==> config.mk <==
export PLATFORM = sky130hd
export DESIGN_NAME = reg_file_param_flat
export DESIGN_NICKNAME = d
export VERILOG_FILES = /design/src/rtl/reg_file_param_if.sv /design/src/rtl/reg_file_param.sv /design/src/flat_wrapper.sv
export SDC_FILE = /design/constraint.sdc
export NUM_CORES = 1
export LEC_CHECK = 0
export CAP_MARGIN = 10
export CORE_MARGIN = 2
export CORE_UTILIZATION = 56
export CTS_CLUSTER_SIZE = 24
export DETAILED_ROUTE_END_ITERATION = 16
export PLACE_DENSITY = 0.8
export SLEW_MARGIN = 20
export SYNTH_ARGS = -nofsm -noshare
export SYNTH_HDL_FRONTEND = slang
export SYNTH_SLANG_ARGS = --single-unit
==> constraint.sdc <==
create_clock -name clk -period 2.1 [get_ports clk]
set_input_delay 0.315 -clock clk [delete_from_list [all_inputs] [get_ports clk]]
set_output_delay 0.315 -clock clk [all_outputs]
set_load 0.05 [all_outputs]
==> src/rtl/reg_file_param_if.sv <==
// Bus bundle for reg_file_param: write port, two read ports, clear control,
// status and FSM state visibility.
//
// Protocol: a write is taken at the rising edge where we=1 and clr_busy=0.
// It is discarded while clr_busy=1. A clear request is taken at the rising
// edge where clr_req=1 and the clear FSM is idle. It is ignored while a sweep
// or its done cycle is in progress. Read data is combinational from raddr1/2.
interface reg_file_param_if #(
    parameter int DATA_W = 8,
    parameter int ADDR_W = 3
);
    logic                     we;
    logic [ADDR_W-1:0]        waddr;
    logic [DATA_W-1:0]        wdata;
    logic [ADDR_W-1:0]        raddr1;
    logic [ADDR_W-1:0]        raddr2;
    logic [DATA_W-1:0]        rdata1;
    logic [DATA_W-1:0]        rdata2;
    logic                     clr_req;
    logic                     clr_busy;
    logic                     clr_done;
    logic [(2**ADDR_W)-1:0]   dirty;
    logic [1:0]               clr_state;  // 0=IDLE, 1=SWEEP, 2=DONE

    modport master (
        output we, waddr, wdata, raddr1, raddr2, clr_req,
        input  rdata1, rdata2, clr_busy, clr_done, dirty, clr_state
    );

    modport slave (
        input  we, waddr, wdata, raddr1, raddr2, clr_req,
        output rdata1, rdata2, clr_busy, clr_done, dirty, clr_state
    );
endinterface

==> src/rtl/reg_file_param.sv <==
// Parameterised register file with two combinational read ports, one write
// port, optional hardwired-zero register 0, optional write-to-read
// forwarding, per-entry dirty bits and a sequential clear sweep.
module reg_file_param #(
    parameter int DATA_W  = 8,
    parameter int ADDR_W  = 3,
    parameter int ZERO_R0 = 0,
    parameter int BYPASS  = 1
) (
    input logic clk,
    input logic rst_n,
    reg_file_param_if.slave bus
);
    localparam int DEPTH = 2 ** ADDR_W;

    typedef enum logic [1:0] {
        IDLE  = 2'd0,
        SWEEP = 2'd1,
        DONE  = 2'd2
    } clr_state_t;

    clr_state_t         state_q;
    clr_state_t         state_d;
    logic [ADDR_W-1:0]  ptr_q;
    logic [DATA_W-1:0]  regs_q [DEPTH];
    logic [DEPTH-1:0]   dirty_q;
    logic               wr_acc;
    logic               ptr_last;
    logic [DATA_W-1:0]  rd1;
    logic [DATA_W-1:0]  rd2;

    // A write lands only outside the sweep; register 0 is read-only when
    // hardwired to zero, so such writes also leave dirty[0] alone.
    assign wr_acc   = bus.we && (state_q != SWEEP) &&
                      !((ZERO_R0 != 0) && (bus.waddr == '0));
    assign ptr_last = (ptr_q == ADDR_W'(DEPTH - 1));

    // Register array: async zero, sweep clears one entry per cycle, else write.
    always_ff @(posedge clk or negedge rst_n) begin
        if (!rst_n) begin
            for (int i = 0; i < DEPTH; i++) regs_q[i] <= '0;
        end else if (state_q == SWEEP) begin
            regs_q[ptr_q] <= '0;
        end else if (wr_acc) begin
            regs_q[bus.waddr] <= bus.wdata;
        end
    end

    // Dirty bits follow the same accept/sweep rules as the array.
    always_ff @(posedge clk or negedge rst_n) begin
        if (!rst_n) begin
            dirty_q <= '0;
        end else if (state_q == SWEEP) begin
            dirty_q[ptr_q] <= 1'b0;
        end else if (wr_acc) begin
            dirty_q[bus.waddr] <= 1'b1;
        end
    end

    // Sweep pointer: restarts at 0 on each accepted request, stops at DEPTH-1.
    always_ff @(posedge clk or negedge rst_n) begin
        if (!rst_n) begin
            ptr_q <= '0;
        end else if (state_q == IDLE && bus.clr_req) begin
            ptr_q <= '0;
        end else if (state_q == SWEEP) begin
            ptr_q <= ptr_last ? '0 : ptr_q + 1'b1;
        end
    end

    // Clear FSM state register.
    always_ff @(posedge clk or negedge rst_n) begin
        if (!rst_n) state_q <= IDLE;
        else        state_q <= state_d;
    end

    // Clear FSM next state; requests outside IDLE are dropped.
    always_comb begin
        state_d = state_q;
        case (state_q)
            IDLE:    if (bus.clr_req) state_d = SWEEP;
            SWEEP:   if (ptr_last)    state_d = DONE;
            DONE:    state_d = IDLE;
            default: state_d = IDLE;
        endcase
    end

    // Read ports: array lookup, optional same-cycle forwarding, r0 forced to 0.
    always_comb begin
        rd1 = regs_q[bus.raddr1];
        rd2 = regs_q[bus.raddr2];
        if ((BYPASS != 0) && wr_acc && (bus.waddr == bus.raddr1)) rd1 = bus.wdata;
        if ((BYPASS != 0) && wr_acc && (bus.waddr == bus.raddr2)) rd2 = bus.wdata;
        if ((ZERO_R0 != 0) && (bus.raddr1 == '0)) rd1 = '0;
        if ((ZERO_R0 != 0) && (bus.raddr2 == '0)) rd2 = '0;
    end

    assign bus.rdata1    = rd1;
    assign bus.rdata2    = rd2;
    assign bus.clr_busy  = (state_q == SWEEP);
    assign bus.clr_done  = (state_q == DONE);
    assign bus.dirty     = dirty_q;
    assign bus.clr_state = state_q;
endmodule

==> src/flat_wrapper.sv <==
// flat-port wrapper written by rule: the top's interface ports become plain ports
module reg_file_param_flat 
#(
    parameter int DATA_W  = 8,
    parameter int ADDR_W  = 3,
    parameter int ZERO_R0 = 0,
    parameter int BYPASS  = 1
)
  (clk, rst_n, bus_we, bus_waddr, bus_wdata, bus_raddr1, bus_raddr2, bus_clr_req, bus_rdata1, bus_rdata2, bus_clr_busy, bus_clr_done, bus_dirty, bus_clr_state);
  reg_file_param_if #(.DATA_W(DATA_W), .ADDR_W(ADDR_W)) bus_i ();
  input logic clk;
  input logic rst_n;
  input wire logic [$bits(bus_i.we)-1:0] bus_we;
  input wire logic [$bits(bus_i.waddr)-1:0] bus_waddr;
  input wire logic [$bits(bus_i.wdata)-1:0] bus_wdata;
  input wire logic [$bits(bus_i.raddr1)-1:0] bus_raddr1;
  input wire logic [$bits(bus_i.raddr2)-1:0] bus_raddr2;
  input wire logic [$bits(bus_i.clr_req)-1:0] bus_clr_req;
  output wire logic [$bits(bus_i.rdata1)-1:0] bus_rdata1;
  output wire logic [$bits(bus_i.rdata2)-1:0] bus_rdata2;
  output wire logic [$bits(bus_i.clr_busy)-1:0] bus_clr_busy;
  output wire logic [$bits(bus_i.clr_done)-1:0] bus_clr_done;
  output wire logic [$bits(bus_i.dirty)-1:0] bus_dirty;
  output wire logic [$bits(bus_i.clr_state)-1:0] bus_clr_state;
  assign bus_i.we = bus_we;
  assign bus_i.waddr = bus_waddr;
  assign bus_i.wdata = bus_wdata;
  assign bus_i.raddr1 = bus_raddr1;
  assign bus_i.raddr2 = bus_raddr2;
  assign bus_i.clr_req = bus_clr_req;
  assign bus_rdata1 = bus_i.rdata1;
  assign bus_rdata2 = bus_i.rdata2;
  assign bus_clr_busy = bus_i.clr_busy;
  assign bus_clr_done = bus_i.clr_done;
  assign bus_dirty = bus_i.dirty;
  assign bus_clr_state = bus_i.clr_state;
  reg_file_param #(.DATA_W(DATA_W), .ADDR_W(ADDR_W), .ZERO_R0(ZERO_R0), .BYPASS(BYPASS)) u_core (.clk(clk), .rst_n(rst_n), .bus(bus_i));
endmodule
==> impl_metrics.yaml <==
layout:
  finalNetCount: 407
  fin_util_pct: 77.98
  drive_above_1_share_pct: 46.02
  finalInstanceArea_sq_mm: 0.005717
  area_delta_synth_final_pct: 33.91
  antennaDiodeCount: 0
  final_cells: 488
sta:
  fmax_ghz: 0.4323
  fin_tns_setup_ps: -3100
  setup_violations: 16
  skew_ps: 12.18
  finalCriticalPeriod_ps: 2313
  max_slew.worst_pin.slew_ps: 778.9
  period_share_pct: 110.2
  final_max_slew_viol_count: 0
  finalHoldViolCount: 0
  setup_ws_ps: -213.4
  fin_hold_ws_ps: 479.6
  maxSlewHeadroom_pct: 47.97
  rsz0062_at_grt: "true"
outcome:
  status: "complete, but fails checks"
  violations: "setup timing"
setup_path:
  cp_cell_sequence: "mux4_2 -> mux2_2 -> mux2_4 -> buf_8"
  critPathMaxFanout: 3
  reg2reg_slack_ps: 160
  cp_num_cells: 4
  cp_top_family: "multiplexers"
  critical_path_arrival_ps: 2000
  path_class: "reg -> out"
  cp_slowest_cell: "mux4_2"
  path_buf_inv: 1
  endpoint_kind: "primary output"
  cp-start-kind: "register"
  reg2reg_depth: 6
  endpoint: "bus_rdata1[4]"
  cp-startpoint: "u_core.regs_q[44]$_DFFE_PN0P_"
  crit-reg2reg-launch: "u_core.bus.clr_state[0]$_DFFE_PN0P_"
  cp_slowest_stage_delay_ps: 490
  worstReg2RegEnd: "u_core.regs_q[31]$_DFFE_PN0P_"
  cp.required_ps: 1780
clocking:
  cts_buffers: 9
  htreeDepth: 3
  cts.sinks: 77
  cts_buffer_depth: 2
  path_clk_slew_ps: 90
  clock_tree.root_cell: "clkbuf_8"
  tritoncts: "done"
  insertion_delay_ps: 360
logic_synthesis:
  ys_seq_elements: 77
  syn-mean-instance-area_sq_um: 14.57
  synth-adder-area-share_pct: 0.5862
  synth_top_area_share_pct: 45.13
  synth_fp_nets: 316
  synth_cell_types: 33
  syn_area_sq_mm: 0.004269
  synthTopCellsByArea: "dfrtp_1 (45%), mux4_2 (17%), a22o_1 (14%), mux2_2 (8.4%), buf_6 (1.6%)"
  synthSimpleGateAreaFrac_pct: 7.737
  yosys_warnings: 0
  synth_top_family_by_area: "multiplexers"
  synthCells: 293
  synthXorXnorAreaFrac_pct: 1.231
  synth_top_cell_by_area: "dfrtp_1"
  seq_area_frac_synth_pct: 45.13
  synth_compound_area_share_pct: 16.27
  muxShareOfSynthArea_pct: 25.32
detailed_routing:
  avgViaCountPerCell: 6.873
  wl_per_cell_microns: 25.95
  initialDrtViolationCount: 371
  met2_length_microns: 6582
  top_layer_used: "met4"
  num_vias: 3354
  finalWirelength_microns: 12660
  drc_errors: 0
  antenna_left: 0
  first_pass_iters: 5
  wl_met1_microns: 4673
  met3WireLength_microns: 1076
grt:
  antenna_found_initial: 0
  grt_use_total_pct: 30.90
  gr-total-overflow: 0
  grt_pass1_vias: 3392
  grt_start_max_net_pins: 43
  grt_pass1_wl_microns: 19070
place:
  port_buffers: 48
  hpwl_microns: 7775
  gp_congestion: 0.9075
  place_area_sq_mm: 0.005029
  place_ws_ps: -507.0
  dp_cells: 450
floorplan:
  dieHeight_microns: 91.31
  fp-row-count: 31
  die_width_microns: 91.31
  core_area_sq_mm: 0.007331
  io_pins: 49
  start_util_pct: 58.24
  die-area_sq_mm: 0.008338
worst_hold_path:
  hold_class: "in -> async"
pwr:
  total_power_mw: 7.410
  p_leak_nw: 2.687
  ir_worst_vdd_uv: 1358
  powerDensity_mw_per_mm2: 1296
run:
  maxCapViolCount: 0
## cells in the final DEF (no fill, tap or decap), drive strengths merged, types with 6 or more instances in the layout
master and count:
xor2 6, nor2b 9, mux4 32, buf 78, clkbuf 9, clkdlybuf4s50 21, a21o 8, dfrtp 77
a22o 66, mux2 32
## state kept, by name (all words and copies together), names as in the netlist
signal / cells
u_core.regs_q: 64
u_core.ptr_q: 3
u_core.bus.dirty: 8
u_core.bus.clr_state: 2
## how the worst min path moves through the flow
stage,start,endpoint,slack [ps]
after floorplan,rst_n,u_core.bus.clr_state[0]$_DFFE_PN0P_,20
after global placement,rst_n,u_core.regs_q[22]$_DFFE_PN0P_,340
after detailed placement,rst_n,u_core.regs_q[19]$_DFFE_PN0P_,340
after CTS,u_core.bus.dirty[3]$_DFFE_PN0P_,u_core.bus.dirty[3]$_DFFE_PN0P_,480
after global routing,u_core.bus.dirty[1]$_DFFE_PN0P_,u_core.bus.dirty[1]$_DFFE_PN0P_,520
final,rst_n,u_core.regs_q[14]$_DFFE_PN0P_,480
## cell families after synthesis
family,count (synthesis)
AOI/OAI and AO/OA,81
xor gates and xnor gates,6
adders and majority gates,2
buffers and inverters,28
DFF,77
muxes,64
and+or+nand+nor,35
## routing by layer
layer | vias up | GRT usage, %
li1 | 1347 | -
met4 | 0 | 9.091
met5 | - | 0
met2 | 240 | 51.98
met3 | 41 | 7.718
met1 | 1726 | 39.93
## cells in the mapped netlist
cell type	count
nand3_1	5
buf_1	10
inv_1	1
nor4_4	3
nand2b_4	1
nand2_1	5
buf_2	7
nor3_2	2
o21bai_1	1
a31oi_2	1
nand4_1	1
nor3b_4	2
nor2_1	1
or3b_4	1
mux2_2	32
nor3b_2	1
a21o_1	8
nor4b_4	1
a22o_1	66
nor2b_1	8
and2_1	1
a21oi_1	1
nor2b_4	1
dfrtp_1	77
o21ai_0	1
mux4_2	32
clkbuf_1	4
buf_6	6
a21oi_2	3
nor3_4	1
ha_1	2
nand3b_1	1
xor2_1	6
## where the power goes
| group | internal, mW | switching, mW | total, mW |
|---|---|---|---|
| sequential | 2.00 | 0.477 | 2.47 |
| combinational | 1.72 | 1.74 | 3.46 |
| clock | 0.905 | 0.570 | 1.48 |
## area by class of cell
type	instances	area, sq um
clock buffer	9	123.9
sequential	77	1929
timing repair buffer	107	1144
fill	418	1614
clock inverter	7	137.6
tap	99	123.9
inverter	1	3.754
multi-input combinational	188	2255
## what timing repair did
| action | 4_1_cts | 5_1_grt |
|---|---|---|
| endpoints found under the setup margin | 16 | 16 |
| hold buffers | 1 | 0 |
| resized for setup | 61 | 15 |
| gates cloned | 4 | 0 |
| hold endpoints to repair | 41 | 0 |
| buffers inserted | 12 | 5 |
Power figures use the tool's default switching activity.
